[src/rtl/abs_diff_reconstructor.sv]
// Rebuilds pixels as ref_pix +/- mag, one residual per handshake, in blocks of BLOCK_PIXELS.
// Define RECON_SATURATE_EN to clamp out-of-range results; otherwise they wrap modulo 2^WIDTH.
module abs_diff_reconstructor #(
    parameter int WIDTH        = 8,
    parameter int BLOCK_PIXELS = 16,
    parameter int CNT_W        = $clog2(BLOCK_PIXELS + 1)
) (
    input  logic             clk,
    input  logic             rst,
    input  logic             start,
    input  logic [WIDTH-1:0] ref_pix,
    input  logic [WIDTH-1:0] mag,
    input  logic             sign,
    input  logic             in_valid,
    output logic             in_ready,
    output logic [WIDTH-1:0] out_pix,
    output logic             out_valid,
    input  logic             out_ready,
    output logic             busy,
    output logic             block_done,
    output logic [CNT_W-1:0] pix_cnt,
    output logic [1:0]       dbg_state
);

    // Handshakes: a transfer happens on a rising edge where valid & ready are both 1;
    // a source holding valid keeps its data stable until that edge.

    typedef enum logic [1:0] {
        IDLE  = 2'd0,
        RUN   = 2'd1,
        DRAIN = 2'd2
    } state_t;

    localparam logic [CNT_W-1:0] LAST_IDX = CNT_W'(BLOCK_PIXELS - 1);

    if (BLOCK_PIXELS < 2) begin : g_bad_block
        $error("BLOCK_PIXELS must be at least 2");
    end

    state_t           state_q, state_d;
    logic [WIDTH-1:0] out_pix_q;
    logic             out_valid_q;
    logic [CNT_W-1:0] cnt_q;
    logic             done_q;
    logic             accept;
    logic             out_xfer;
    logic [WIDTH-1:0] recon;

    assign accept   = in_valid & in_ready;
    assign out_xfer = out_valid_q & out_ready;

`ifdef RECON_SATURATE_EN
    logic [WIDTH:0] sum_w;

    // The extra bit is the carry for an add and the borrow for a subtract.
    always_comb begin
        sum_w = sign ? ({1'b0, ref_pix} - {1'b0, mag})
                     : ({1'b0, ref_pix} + {1'b0, mag});
        if (sum_w[WIDTH]) begin
            recon = sign ? '0 : '1;
        end else begin
            recon = sum_w[WIDTH-1:0];
        end
    end
`else
    always_comb begin
        recon = sign ? (ref_pix - mag) : (ref_pix + mag);
    end
`endif

    always_ff @(posedge clk or posedge rst) begin
        if (rst) begin
            state_q <= IDLE;
        end else begin
            state_q <= state_d;
        end
    end

    always_comb begin
        state_d = state_q;
        case (state_q)
            IDLE:    if (start) state_d = RUN;
            RUN:     if (accept && (cnt_q == LAST_IDX)) state_d = DRAIN;
            DRAIN:   if (out_xfer) state_d = IDLE;
            default: state_d = IDLE;
        endcase
    end

    always_comb begin
        busy      = (state_q == RUN) || (state_q == DRAIN);
        in_ready  = (state_q == RUN) && (!out_valid_q || out_ready);
        dbg_state = state_q;
    end

    // Single output register: a new accept may replace a word leaving in the same cycle.
    always_ff @(posedge clk or posedge rst) begin
        if (rst) begin
            out_pix_q   <= '0;
            out_valid_q <= 1'b0;
            cnt_q       <= '0;
            done_q      <= 1'b0;
        end else begin
            if (accept) begin
                out_pix_q   <= recon;
                out_valid_q <= 1'b1;
            end else if (out_ready) begin
                out_valid_q <= 1'b0;
            end

            if ((state_q == IDLE) && start) begin
                cnt_q <= '0;
            end else if (accept) begin
                cnt_q <= cnt_q + CNT_W'(1);
            end

            done_q <= (state_q == DRAIN) && out_xfer;
        end
    end

    assign out_pix    = out_pix_q;
    assign out_valid  = out_valid_q;
    assign pix_cnt    = cnt_q;
    assign block_done = done_q;

endmodule

[config.mk]
export PLATFORM = sky130hd
export DESIGN_NAME = abs_diff_reconstructor
export DESIGN_NICKNAME = d
export VERILOG_FILES = /design/src/rtl/abs_diff_reconstructor.sv
export SDC_FILE = /design/constraint.sdc
export NUM_CORES = 1
export LEC_CHECK = 0
export CAP_MARGIN = 10
export CORE_ASPECT_RATIO = 0.8
export CORE_MARGIN = 10
export CORE_UTILIZATION = 41
export DETAILED_ROUTE_END_ITERATION = 7
export HOLD_SLACK_MARGIN = 0.03
export PLACE_DENSITY = 0.75
export SETUP_SLACK_MARGIN = 0.2
export SYNTH_ARGS = -nofsm -noshare
export SYNTH_HDL_FRONTEND = slang
export SYNTH_SLANG_ARGS = --single-unit
export TNS_END_PERCENT = 10
[constraint.sdc]
create_clock -name clk -period 1.9 [get_ports clk]
set_input_delay 0.285 -clock clk [delete_from_list [all_inputs] [get_ports clk]]
set_output_delay 0.285 -clock clk [all_outputs]
set_load 0.03 [all_outputs]
==> flow_metrics.tcl <==
set metrics [dict create \
    grt_overflow 0 \
    grt_max_degree 18 \
    criticalPathCategory "in2reg" \
    synth_area_per_cell_um2 9.33 \
    vias 1241 \
    finalPower_mw 2.48 \
    io_pins 41 \
    synth_cells 131 \
    die_h_um 68.8 \
    cts.path.max_buffers 2 \
    outcome "complete, no violations" \
    synth_edf_count 0 \
    firstDrtPassIters 4 \
    synthSimpleGateAreaFrac_pct 14.8 \
    r2r_slack_ns 0.16 \
    yosys-top-cells-area "dfrtp_1 (35%), ha_1 (15%), xnor2_1 (7.9%), inv_1 (4.0%), nand2_1 (4.0%)" \
    diodes 0 \
    seq_area_um2 430 \
    area_growth_pct 77.6 \
    groute.usage.overall_pct 14.0 \
    synth.distinct_cells 31 \
    maxCapViolations 0 \
    drcViolationCount 0 \
    synthMuxAreaShare_pct 4.30 \
    synth_ff_type "dfrtp_1" \
    cp_data_required_time_ns 2.04 \
    yosys_warnings 0 \
    placed_cells 229 \
    slew_violations 0 \
    vdd_drop_max_mv 1.02 \
    path_delay_family "buffers and inverters" \
    routed.top_layer "met4" \
    yosysSeqAreaShare_pct 34.8 \
    wirelength_um 4380 \
    fmax_ghz 0.542 \
    total_leakage_power_nw 0.994 \
    path_cells "dlygate4sd2_1 -> buf_4 -> nor2_2 -> a21oi_4 -> xnor2_2 -> ha_1 -> o21ai_2 -> nand2b_1 -> o41ai_2 -> xnor2_1 -> o21ai_1" \
    period_share_pct 97.1 \
    report.final.hold_viol_count 0 \
    cp_num_buf_inv 2 \
    drt-met1-wl_um 1620 \
    multi_input_area_um2 938 \
    cts_root_buf "clkbuf_8" \
    port-buffer-count 40 \
    fin_crit_ns 1.84 \
    clock_skew_ns 0.00103 \
    syn_area_mm2 0.00122 \
    drtAntennaViolNets 0 \
    timing.hold.ws_ns 0.433 \
    powerDensity_mw_per_mm2 1140 \
    final_nets 242 \
    die_area_mm2 0.00558 \
    drtIter0Drc 113 \
    core_mm2 0.00281 \
    route.met3.wl_um 161 \
    path_max_fanout 3 \
    synth_seq_cells 17 \
    synth_top_area_cell "dfrtp_1" \
    grt_pass1_vias 1271 \
    start_kind "input port" \
    wl_per_cell_um 18.2 \
    finalSetupViolCount 0 \
    fp-row-count 17 \
    clk_latency_ns 0.25 \
    rsz0062_at_grt "yes" \
    initial_core_util_pct 43.5 \
    r2r_cells 7 \
    async_reset_ff_share_pct 100 \
    arrival_ns 1.99 \
    critical-path-slowest-cell "ha_1" \
    fillers 179 \
    cts_sinks 17 \
    dieWidth_um 81.1 \
    clk_pin_slew_worst_paths_ns 0.07 \
    numCtsBuffers 3 \
    postCtsHoldBufs 0 \
    synth_fa_ha_area_share_pct 17.0 \
    htree_num_levels 1 \
    cts_tree "built" \
    hp-class "in2async" \
    drive_above_1_share_pct 39.9 \
    gp_congestion 0.753 \
    relSlewSlack_pct 55.0 \
    synth_xor_area_share_pct 10.7 \
    grt_antenna_before_repair 0 \
    finalSetupTns_ns 0 \
    synth_compound_area_share_pct 12.8 \
    synth_top_area_share_pct 34.8 \
    avgViaCountPerCell 5.15 \
    dr_wl_met2_um 2480 \
    synth_top_family_by_area "adder cells" \
    layout.cells.non_filler 241 \
    tightest_slew_ns 0.674 \
    cp-end-kind "flip-flop" \
    syn_nets 169 \
    slowest_delay_ns 0.33 \
    cp.depth 11 \
    dpl.hpwl_um 2860 \
    grt_first_pass_wirelength_um 6050 \
]
-- flip-flops by register name, summed over array words and instances (netlist names) --
signal      flops
block_done      1
dbg_state       2
out_pix         8
out_valid       1
pix_cnt         5
-- metal layers --
layer | up-vias | track usage (%)
met5 | - | 0
met4 | 0 | 4.74
met3 | 12 | 3.88
met2 | 33 | 27.1
met1 | 601 | 14.4
li1 | 595 | -
-- Yosys cell counts, types with 2 or more instances --
library cell / count
mux2_2: 2
ha_1: 15
a31oi_1: 3
o21ai_0: 7
nor2_1: 6
nand2_1: 13
and3_1: 3
inv_1: 13
nor3b_1: 2
nand3_1: 2
nand2b_1: 3
a21oi_1: 9
xor2_1: 4
mux2i_1: 3
dfrtp_1: 17
clkbuf_1: 2
a21o_1: 2
xnor2_1: 11
nor3_1: 2
-- cell families (layout without fill, tap and decap cells) --
kind of cell             count (synthesis)  in the layout
adder cells (fa/ha/maj)                 16             16
XOR/XNOR                                15             15
AO/OA/AOI/OAI                           26             26
AND/OR/NAND/NOR                         36             36
buffers and inverters                   16             88
flip-flops                              17             17
multiplexers                             5              5
-- worst reg2reg max path, stage by stage, from the launching register on --
cell and delay, ns:
dfrtp_2 0.43, ha_4 0.14, and3_4 0.19, ha_4 0.14, nand2_2 0.04, a222oi_1 0.21, buf_4 0.19, mux2_4 0.29
-- layout make-up --
type / count / area share, %
Timing Repair Buffer: 71 / 30.2
Multi-Input combinational cell: 98 / 43.2
Sequential cell: 17 / 19.8
Clock buffer: 4 / 2.07
Inverter: 13 / 2.48
Tap cell: 38 / 2.19
-- power by group --
group	switching [mW]	internal (mW)	leakage, nW
combinational	0.845	0.730	0.758
clock	0.123	0.149	0.0228
sequential	0.123	0.508	0.214
-- path summary, 6_finish.rpt --
kind | from | endpoint
worst min register to register | out_pix[1] | out_pix[1]
worst max-delay path | mag[3] | out_pix[7]
min in group clk | ref_pix[0] | out_pix[0]
max in group asynchronous | rst | dbg_state[0]
worst max register to register | pix_cnt[0] | dbg_state[0]
worst min-delay path | rst | out_pix[6]
-- per-stage QoR --
| step | setup WS, ns | area (um2) | util, % |
|---|---|---|---|
| finish | 0.0552 | 2170 | 77.3 |
| global route | -0.0240 | 2170 | 77.3 |
| CTS | 0.0257 | 1990 | 70.9 |
| detailed placement | -0.659 | 1870 | 66.4 |
| global placement | -0.547 | 1870 | 66.4 |
| floorplan | 0.0460 | 1270 | - |
-- timing repair --
| action | in CTS | in global routing |
|---|---|---|
| setup buffers | 4 | 4 |
| endpoints found under the setup margin | 10 | 9 |
| pin swaps | 19 | 32 |
| gates resized for setup | 33 | 39 |
-- cells in the final DEF, fill, tap and decap left out, drive strengths merged --
cell type	n
nand4	1
mux2i	3
mux2	2
o21bai	1
a21o	2
a222oi	1
fa	1
inv	13
buf	34
nor3b	2
clkbuf	6
nand2b	4
dlymetal6s2s	2
nor3	2
nor2	6
and3	3
nor4b	1
a31oi	3
ha	15
nand2	13
o211ai	1
nand3	2
o21ai	7
and2	1
xor2	4
nand3b	1
dfrtp	17
dlygate4sd2	3
clkdlybuf4s15	1
o41ai	1
a21oi	9
a221oi	1
xnor2	11
clkdlybuf4s50	29
No activity file was read; power rests on OpenSTA's default activity.
